===== config.mk =====
export PLATFORM = sky130hd
export DESIGN_NAME = xdma_ctrl
export DESIGN_NICKNAME = d
export VERILOG_FILES = /design/src/rtl/xdma_ctrl_pkg.sv /design/src/rtl/xdma_ctrl.sv
export SDC_FILE = /design/constraint.sdc
export NUM_CORES = 1
export LEC_CHECK = 0
export CAP_MARGIN = 25
export CORE_ASPECT_RATIO = 0.9
export CORE_MARGIN = 4
export CORE_UTILIZATION = 52
export DETAILED_ROUTE_END_ITERATION = 7
export GPL_TIMING_DRIVEN = 0
export PLACE_DENSITY = 0.79
export SETUP_SLACK_MARGIN = 0.05
export SYNTH_ARGS = -nofsm -noshare
export SYNTH_HDL_FRONTEND = slang
export SYNTH_SLANG_ARGS = --single-unit

===== constraint.sdc =====
create_clock -name clk -period 5.75 [get_ports clk]
set_clock_uncertainty 0.05 [all_clocks]
set_input_delay 1.15 -clock clk [delete_from_list [all_inputs] [get_ports clk]]
set_output_delay 1.15 -clock clk [all_outputs]
set_load 0.02 [all_outputs]

===== src/rtl/xdma_ctrl_pkg.sv =====
// Shared widths, config register map, STATUS bit positions and FSM encoding for xdma_ctrl.
package xdma_ctrl_pkg;

    localparam int unsigned ADDR_W = 16;
    localparam int unsigned DATA_W = 32;

    localparam logic [1:0] XDMA_SRC    = 2'd0;
    localparam logic [1:0] XDMA_DST    = 2'd1;
    localparam logic [1:0] XDMA_LEN    = 2'd2;
    localparam logic [1:0] XDMA_STATUS = 2'd3;

    localparam int unsigned ST_BUSY = 0;
    localparam int unsigned ST_DONE = 1;
    localparam int unsigned ST_ERR  = 2;

    typedef enum logic [2:0] {
        S_IDLE = 3'd0,
        S_REQ  = 3'd1,
        S_RD   = 3'd2,
        S_CAP  = 3'd3,
        S_WR   = 3'd4,
        S_DONE = 3'd5
    } state_t;

endpackage


===== src/rtl/xdma_ctrl.sv =====
// Word-copy DMA initiator on the sel-based system bus, programmed through a 4-register config port.
// Optional XDMA_FILL_EN: LEN[DATA_W-1] selects fill mode (SRC value written to every DST word).
module xdma_ctrl
    import xdma_ctrl_pkg::*;
#(
    parameter int unsigned LEN_W = 16
) (
    input  logic              clk,
    input  logic              rst,
    input  logic              cfg_sel,
    input  logic              cfg_we,
    input  logic [1:0]        cfg_addr,
    input  logic [DATA_W-1:0] cfg_data_in,
    output logic [DATA_W-1:0] cfg_data_out,
    output logic              bus_req,
    input  logic              bus_gnt,
    output logic              sel,
    output logic              we,
    output logic [ADDR_W-1:0] addr,
    output logic [DATA_W-1:0] data_to_wr,
    input  logic [DATA_W-1:0] data_to_rd,
    input  logic              trap,
    output logic              busy
);

    state_t            state, state_nxt;
    logic [DATA_W-1:0] src, src_nxt, dst, dst_nxt;
    logic [LEN_W-1:0]  count, count_nxt;
    logic              fill, fill_nxt;
    logic              done, done_nxt, err, err_nxt;
    logic              bus_req_nxt, sel_nxt, we_nxt, busy_nxt;
    logic [ADDR_W-1:0] addr_nxt;
    logic [DATA_W-1:0] data_nxt;
    logic              idle, cfg_wr, start, trap_hit, word_done, active;

    // Next-state, register updates and next registered outputs
    always_comb begin
        state_nxt = state;
        src_nxt   = src;
        dst_nxt   = dst;
        count_nxt = count;
        fill_nxt  = fill;
        done_nxt  = done;
        err_nxt   = err;

        idle      = (state == S_IDLE) || (state == S_DONE);
        cfg_wr    = cfg_sel && cfg_we;
        start     = cfg_wr && idle && (cfg_addr == XDMA_LEN);
        trap_hit  = trap && ((state == S_RD) || (state == S_WR));
        word_done = (state == S_WR) && !trap;

        if (cfg_wr && idle && (cfg_addr == XDMA_SRC)) src_nxt = cfg_data_in;
        if (cfg_wr && idle && (cfg_addr == XDMA_DST)) dst_nxt = cfg_data_in;
        if (start) begin
            count_nxt = cfg_data_in[LEN_W-1:0];
`ifdef XDMA_FILL_EN
            fill_nxt  = cfg_data_in[DATA_W-1];
`else
            fill_nxt  = 1'b0;
`endif
        end
        if (word_done) begin
            if (!fill) src_nxt = src + DATA_W'(1);
            dst_nxt   = dst + DATA_W'(1);
            count_nxt = count - LEN_W'(1);
        end

        unique case (state)
            S_IDLE, S_DONE: begin
                if (start) state_nxt = (cfg_data_in[LEN_W-1:0] == '0) ? S_DONE : S_REQ;
                else       state_nxt = S_IDLE;
            end
            S_REQ: if (bus_gnt) state_nxt = fill ? S_WR : S_RD;
            S_RD:  state_nxt = trap ? S_IDLE : S_CAP;
            S_CAP: state_nxt = S_WR;
            S_WR: begin
                if (trap)                    state_nxt = S_IDLE;
                else if (count > LEN_W'(1))  state_nxt = fill ? S_WR : S_RD;
                else                         state_nxt = S_DONE;
            end
            default: state_nxt = S_IDLE;
        endcase

        // Software clear first so a same-cycle hardware event still wins
        if (cfg_wr && (cfg_addr == XDMA_STATUS)) begin
            if (cfg_data_in[ST_DONE]) done_nxt = 1'b0;
            if (cfg_data_in[ST_ERR])  err_nxt  = 1'b0;
        end
        if ((state_nxt == S_DONE) || trap_hit) done_nxt = 1'b1;
        if (trap_hit) err_nxt = 1'b1;

        active      = (state_nxt == S_REQ) || (state_nxt == S_RD) ||
                      (state_nxt == S_CAP) || (state_nxt == S_WR);
        bus_req_nxt = active;
        busy_nxt    = active;
        sel_nxt     = (state_nxt == S_RD) || (state_nxt == S_WR);
        we_nxt      = (state_nxt == S_WR);
        addr_nxt    = '0;
        if (state_nxt == S_RD) addr_nxt = src_nxt[ADDR_W-1:0];
        if (state_nxt == S_WR) addr_nxt = dst_nxt[ADDR_W-1:0];
        data_nxt    = data_to_wr;
        if (state == S_CAP)                data_nxt = data_to_rd;
        if (fill && (state_nxt == S_WR))   data_nxt = src_nxt;
    end

    // State and registered outputs
    always_ff @(posedge clk or posedge rst) begin
        if (rst) begin
            state      <= S_IDLE;
            src        <= '0;
            dst        <= '0;
            count      <= '0;
            fill       <= 1'b0;
            done       <= 1'b0;
            err        <= 1'b0;
            bus_req    <= 1'b0;
            sel        <= 1'b0;
            we         <= 1'b0;
            addr       <= '0;
            data_to_wr <= '0;
            busy       <= 1'b0;
        end else begin
            state      <= state_nxt;
            src        <= src_nxt;
            dst        <= dst_nxt;
            count      <= count_nxt;
            fill       <= fill_nxt;
            done       <= done_nxt;
            err        <= err_nxt;
            bus_req    <= bus_req_nxt;
            sel        <= sel_nxt;
            we         <= we_nxt;
            addr       <= addr_nxt;
            data_to_wr <= data_nxt;
            busy       <= busy_nxt;
        end
    end

    // Config read mux, combinational from cfg_addr
    always_comb begin
        cfg_data_out = '0;
        unique case (cfg_addr)
            XDMA_SRC: cfg_data_out = src;
            XDMA_DST: cfg_data_out = dst;
            XDMA_LEN: cfg_data_out = DATA_W'(count);
            default: begin
                cfg_data_out[ST_BUSY] = busy;
                cfg_data_out[ST_DONE] = done;
                cfg_data_out[ST_ERR]  = err;
            end
        endcase
    end

endmodule


==> reports/results.txt, run 1 <==
maximum fanout along the worst path -> 10
Leak -> 4.14 nW
FF/Latch Area -> 3400 um2
fillers -> 1139
initial drt markers -> 1187
first-pass GRT wire length -> 42200 um
post-layout net count -> 1122
Multi-input gate area -> 3990 um2
Ant. Diodes -> 0
cts repair resizes -> 0
Vert. Die Dim -> 123 um
PortBufs -> 154
fin crit period -> 5310 ps
GRT Util Overall -> 32.9%
Cell variety after synth -> 70
estimated wirelength of the detail-placed design -> 19600 um
Fmax -> 188 MHz
via count -> 8045
worst path cell trace -> clkdlybuf4s50_1 > buf_1 > buf_1 > mux2i_1 > o21ai_0 > clkdlybuf4s50_1
Post-CTS Hold Fix Bufs -> 0
Worst Setup Start Kind -> input port
WP buf/inv -> 4
routed wire length -> 27400 um
postcts setup bufs -> 0
Worst EP required -> 4550 ps
Post-Synthesis Cells -> 872
WHS Endpoint -> data_to_wr[7]$_DFFE_PP0P_
FF-to-FF path depth -> 6
max_cap viols -> 0
grt total ovfl -> 0
Hold WC Path Type -> flop to flop
commonest cells in the synthesized netlist -> 172 x nand2_1, 136 x dfrtp_1, 73 x nor2_1, 44 x clkbuf_1
Worst Tran Pin Value -> 1070 ps
wire length per cell -> 21.9 um
Worst Slack Setup Final -> 444 ps
WHS Path Cells -> 2
share of the synthesized area in the top cell type -> 44.2%
net count after synthesis -> 948
WP data arrival -> 4110 ps
CP max-delay cell -> buf_1
Slew Limit Fails -> 0
Final Util -> 70.9%
Setup-failing EPs final -> 0
Syn Area/Cell -> 8.82 um2
H-tree depth -> 4
antenna violations before repair -> 0
Synthesis Warnings -> 0
power after layout -> 0.00509 W
initial core utilization -> 53.9%
pwr/cell area -> 504 nW/um2
crit share post-route -> 92.3%
reg2reg start -> state[1]$_DFF_PP0_
CTS clk-pin slew, worst paths -> 60 ps
Synth Register Bits -> 136
layout cells sized above 1 -> 7.18%
vias in the first global route -> 7559
Synth async-reset ratio -> 100%
DR vias/cell -> 6.43
worst reg2reg setup slack -> 2300 ps
reg2reg end -> addr[13]$_DFF_PP0_
number of routed nets with antenna violations -> 0
largest net degree at the start of global routing -> 98
pre-CTS setup slack -> 567 ps
Fin. Hold Viols -> 0
drt pass-1 iters -> 6
die area -> 16800 um2
Placer Congestion -> 0.989
Die W -> 136 um
largest area contributor in the netlist -> dfrtp_1
DRC -> 0
crit path kind -> input port to output port
Worst slew margin -> 27.9%
CTS tree -> built
CTS Sinks -> 136
crit-path leading delay family -> buffers and inverters
Clock Path Buffers -> 2
Worst-Skew Late Latency -> 430 ps
RSZ-0062 raised after global routing -> false
boundary pin count -> 156
Root Driver -> clkbuf_16
Worst setup EP type -> output port
Max rail drop VDD -> 0.000314 V
outcome -> completed
sequential fraction of the synthesis area -> 44.2%
ys flop type -> dfrtp_1
Post-synth EDFFs -> 0
TritonCTS Buffers -> 17
design area -> 10100 um2
Core Region -> 14300 um2
count leader, synth -> nand2_1
synth-to-layout area growth -> 31.5%
Cell Area, Synth -> 7690 um2
Min Hold Slack -> 423 ps
FP Rows -> 41
Crit path largest cell delay -> 690 ps
synth top area cells -> dfrtp_1 44%, nand2_1 8.4%, mux2i_1 4.2%
worst hold start -> data_to_wr[7]$_DFFE_PP0P_
DP Area -> 9510 um2
## through the flow
| step | TNS [ps] | std cells |
|---|---|---|
| 5_1_grt | 0 | 1252 |
| 6_report | 0 | 1252 |
| 4_1_cts | 0 | 1252 |
| 3_5_place_dp | 0 | 1220 |
| 2_1_floorplan | 0 | 872 |
| 3_3_place_gp | -146640 | 1219 |
## state kept, by name, summed over array words and instances, names as in the netlist
signal and count:
we 1, state 3, count 16, err 1, data_to_wr 32, sel 1
addr 16, src 32, done 1, busy 1, dst 32
## routing by layer
layer | wire (um) | up-vias | track usage [%] | share of wire, %
met1 | 11300 | 3843 | 47.2 | 41
met3 | 3370 | 69 | 10.1 | 12
met5 | 0 | - | 0 | 0
met4 | 772 | 0 | 11.9 | 2.8
met2 | 12000 | 552 | 47.2 | 44
li1 | - | 3581 | - | -
## worst max-delay path by stage
stage                           start                   to  slack [ps]  depth (start not counted)
after floorplan                   rst    addr[0]$_DFF_PP0_         910                          1
after global placement            rst  dst[23]$_DFFE_PP0P_       -1090                          2
after detailed placement  cfg_addr[0]      cfg_data_out[4]         570                          6
after CTS                 cfg_addr[0]      cfg_data_out[4]         550                          6
after global routing      cfg_addr[0]      cfg_data_out[4]         280                          6
final                     cfg_addr[0]      cfg_data_out[4]         440                          6
## cells in the final DEF (no fill, tap or decap), drive strengths merged, types with 4 or more instances in the layout
cell and count:
buf 13, o311ai 6, or2 4, and3 15
o211ai 10, nand2 172, mux2i 32, nand3 37
ha 4, dfrtp 136, or4 12, o21ai 32
xnor2 4, a311oi 12, nor4 15, nor3 41
nor2 73, o221a 5, clkinv 5, clkbuf 65
and4 10, a221o 10, a21o 5, and2 6
a22o 13, nand4 18, o22ai 9, a21oi 26
o32ai 5, or3 8, o2bb2ai 4, a211o 5
a211oi 18, inv 19, clkdlybuf4s50 154
## cell families after synthesis
group,Yosys count,synth area share [%]
AND/OR/NAND/NOR,429,27.4
AO/OA/AOI/OAI,189,18.3
flip-flops,136,44.2
buffers and inverters,74,3.82
multiplexers,35,5.04
XOR/XNOR,5,0.569
adder cells (fa/ha/maj),4,0.651
## tightest hold or removal path, cell delays in order (launching register included)
cell and delay [ps]:
dfrtp_1 340, nand2_1 50, nand2_1 50
## where the power goes
group / internal, W / switching (W) / total [W] / leakage [nW]
logic: 0.000937 / 0.00115 / 0.00208 / 2.22
registers: 0.00139 / 0.000477 / 0.00187 / 1.63
clock network: 0.000705 / 0.000432 / 0.00114 / 0.293
total: 0.00304 / 0.00205 / 0.00509 / 4.14
## area by class of cell
class                   count  share of cell area, %
multi-input cells         662                   39.5
flip-flops and latches    136                   33.7
repair buffers            155                   15.5
clock buffers              21                   4.55
well taps                 193                   2.39
plain buffers              56                   2.24
clock inverters            11                   1.45
inverters                  18                  0.718
Power figures use the tool's default switching activity.
==> inputs of run 2 (changes only) <==
--- a/config.mk
+++ b/config.mk
@@ -7,12 +7,11 @@
 export LEC_CHECK = 0
 export CAP_MARGIN = 25
 export CORE_ASPECT_RATIO = 0.9
-export CORE_MARGIN = 4
 export CORE_UTILIZATION = 52
 export DETAILED_ROUTE_END_ITERATION = 7
 export GPL_TIMING_DRIVEN = 0
 export PLACE_DENSITY = 0.79
-export SETUP_SLACK_MARGIN = 0.05
+export SETUP_SLACK_MARGIN = 0.5
 export SYNTH_ARGS = -nofsm -noshare
 export SYNTH_HDL_FRONTEND = slang
 export SYNTH_SLANG_ARGS = --single-unit
==> reports/results.txt, run 2 (same netlist as run 1, synthesis figures left out) <==
Leak -> 4.11 nW (-0.75%)
crit share post-route -> 88.9% (-3.4 points)
crit path kind -> input port to output port
estimated wirelength of the detail-placed design -> 18900 um (-3.5%)
maximum fanout along the worst path -> 10 (unchanged)
Fmax -> 196 MHz (+3.8%)
Worst Tran Pin Value -> 1010 ps (-64.3 ps)
pwr/cell area -> 497 nW/um2 (-1.2%)
Core Region -> 14200 um2 (-0.36%)
FP Rows -> 41 (unchanged)
Hold WC Path Type -> flop to flop
Worst slew margin -> 32.2% (+4.3 points)
CTS Sinks -> 136 (unchanged)
CP max-delay cell -> buf_1
Vert. Die Dim -> 117 um (-4.9%)
Placer Congestion -> 0.959 (-3.0%)
GRT Util Overall -> 35.7% (+2.8 points)
worst path cell trace -> clkdlybuf4s50_1 > buf_1 > buf_1 > mux2i_1 > nor2_1 > clkdlybuf4s50_1
Fin. Hold Viols -> 0 (unchanged)
die area -> 15300 um2 (-9.1%)
RSZ-0062 raised after global routing -> false
vias in the first global route -> 7384 (-2.3%)
Post-CTS Hold Fix Bufs -> 0 (unchanged)
CTS clk-pin slew, worst paths -> 60 ps (about the same)
synth-to-layout area growth -> 31.1%
most frequent cells in the layout -> 172 x nand2_1, 154 x clkdlybuf4s50_1, 136 x dfrtp_1
Max rail drop VDD -> 0.000291 V (-7.4%)
wire length per cell -> 21.3 um (-2.7%)
TritonCTS Buffers -> 17 (unchanged)
drt pass-1 iters -> 8 (+2)
Die W -> 130 um (-4.4%)
outcome -> completed
first-pass GRT wire length -> 41000 um (-3.0%)
Worst-Skew Late Latency -> 430 ps (about the same)
crit-path leading delay family -> buffers and inverters
fin crit period -> 5110 ps (-193 ps)
Slew Limit Fails -> 0 (unchanged)
Worst setup EP type -> output port
PortBufs -> 154 (unchanged)
antenna violations before repair -> 0 (unchanged)
Crit path largest cell delay -> 740 ps (+50 ps)
layout cells sized above 1 -> 7.55% (+0.38 points)
most common cell after layout, fill and taps aside -> nand2_1
Root Driver -> clkbuf_16
WP data arrival -> 3910 ps (-200 ps)
number of routed nets with antenna violations -> 0 (unchanged)
power after layout -> 0.00502 W (-1.5%)
largest net degree at the start of global routing -> 93 (-5.1%)
Clock Path Buffers -> 2 (unchanged)
CTS tree -> built
design area -> 10100 um2 (-0.30%)
Worst Slack Setup Final -> 636 ps (+193 ps)
Min Hold Slack -> 425 ps (+2.65 ps)
WP buf/inv -> 4 (unchanged)
Ant. Diodes -> 0 (unchanged)
Worst EP required -> 4550 ps (about the same)
DRC -> 0 (unchanged)
Final Util -> 71.0% (about the same)
biggest regs -> data_to_wr (32), dst (32), src (32)
boundary pin count -> 156 (unchanged)
post-layout net count -> 1122 (unchanged)
routed wire length -> 26700 um (-2.7%)
H-tree depth -> 4 (unchanged)
DR vias/cell -> 6.41 (-0.25%)
pre-CTS setup slack -> 618 ps (+51.9 ps)
DP Area -> 9510 um2 (unchanged)
Setup-failing EPs final -> 0 (unchanged)
Worst Setup Start Kind -> input port
initial core utilization -> 54.1% (+0.19 points)
grt total ovfl -> 0 (unchanged)
max_cap viols -> 0 (unchanged)
initial drt markers -> 932 (-21%)
via count -> 8025 (-0.25%)
## run 2: timing repair
| item | in CTS | in global routing |
|---|---|---|
| buffers inserted | 0 | 0 |
| resized for setup | 0 | 2 |
| endpoints found under the setup margin | 0 | 3 |
## run 2: worst min-delay path, stage by stage (launching register included)
cell and delay [ps]:
dfrtp_1 340, nand2_1 50, nand2_1 60
## run 2: layer usage
| metal | global-route usage, % | up-vias | part of all wire (%) |
|---|---|---|---|
| met5 | 0 | - | 0 |
| li1 | - | 3590 | - |
| met2 | 50.6 | 562 | 43 |
| met1 | 52.0 | 3815 | 42 |
| met3 | 9.76 | 58 | 12 |
| met4 | 12.3 | 0 | 2.6 |
## run 2: layout make-up
| cell class | instances | area, um2 |
|---|---|---|
| Clock buffer | 19 | 453 |
| Inverter | 18 | 72.6 |
| Buffer | 56 | 229 |
| Fill cell | 1155 | 4130 |
| Clock inverter | 13 | 121 |
| Multi-Input combinational cell | 662 | 3990 |
| Sequential cell | 136 | 3400 |
| Tap cell | 193 | 241 |
| Timing Repair Buffer | 155 | 1570 |
## run 2: path summary, 6_finish.rpt
| kind | startpoint | endpoint | slack [ps] | depth (start not counted) |
|---|---|---|---|---|
| worst min register to register | data_to_wr[2]$_DFFE_PP0P_ | data_to_wr[2]$_DFFE_PP0P_ | 430 | 2 |
| max in group asynchronous | rst | src[1]$_DFF_PP0_ | 3770 | 3 |
| worst min-delay path | data_to_wr[2]$_DFFE_PP0P_ | data_to_wr[2]$_DFFE_PP0P_ | 430 | 2 |
| worst max-delay path | cfg_addr[0] | cfg_data_out[31] | 640 | 6 |
| min in group asynchronous | rst | count[12]$_DFFE_PP0P_ | 1060 | 2 |
| worst max register to register | state[1]$_DFF_PP0_ | dst[19]$_DFFE_PP0P_ | 2380 | 8 |
## run 2: per-stage QoR
| stage | TNS (ps) | cells |
|---|---|---|
| 5_1_grt | 0 | 1252 |
| 4_1_cts | 0 | 1252 |
| 2_1_floorplan | 0 | 872 |
| 3_5_place_dp | 0 | 1220 |
| 6_report | 0 | 1252 |
| 3_3_place_gp | -144500 | 1219 |
## run 2: power breakdown
part           internal [W]  switching, W  total [W]
logic              0.000937       0.00113    0.00207
clock network      0.000619      0.000452    0.00107
registers           0.00139      0.000480    0.00187
total               0.00295       0.00207    0.00502
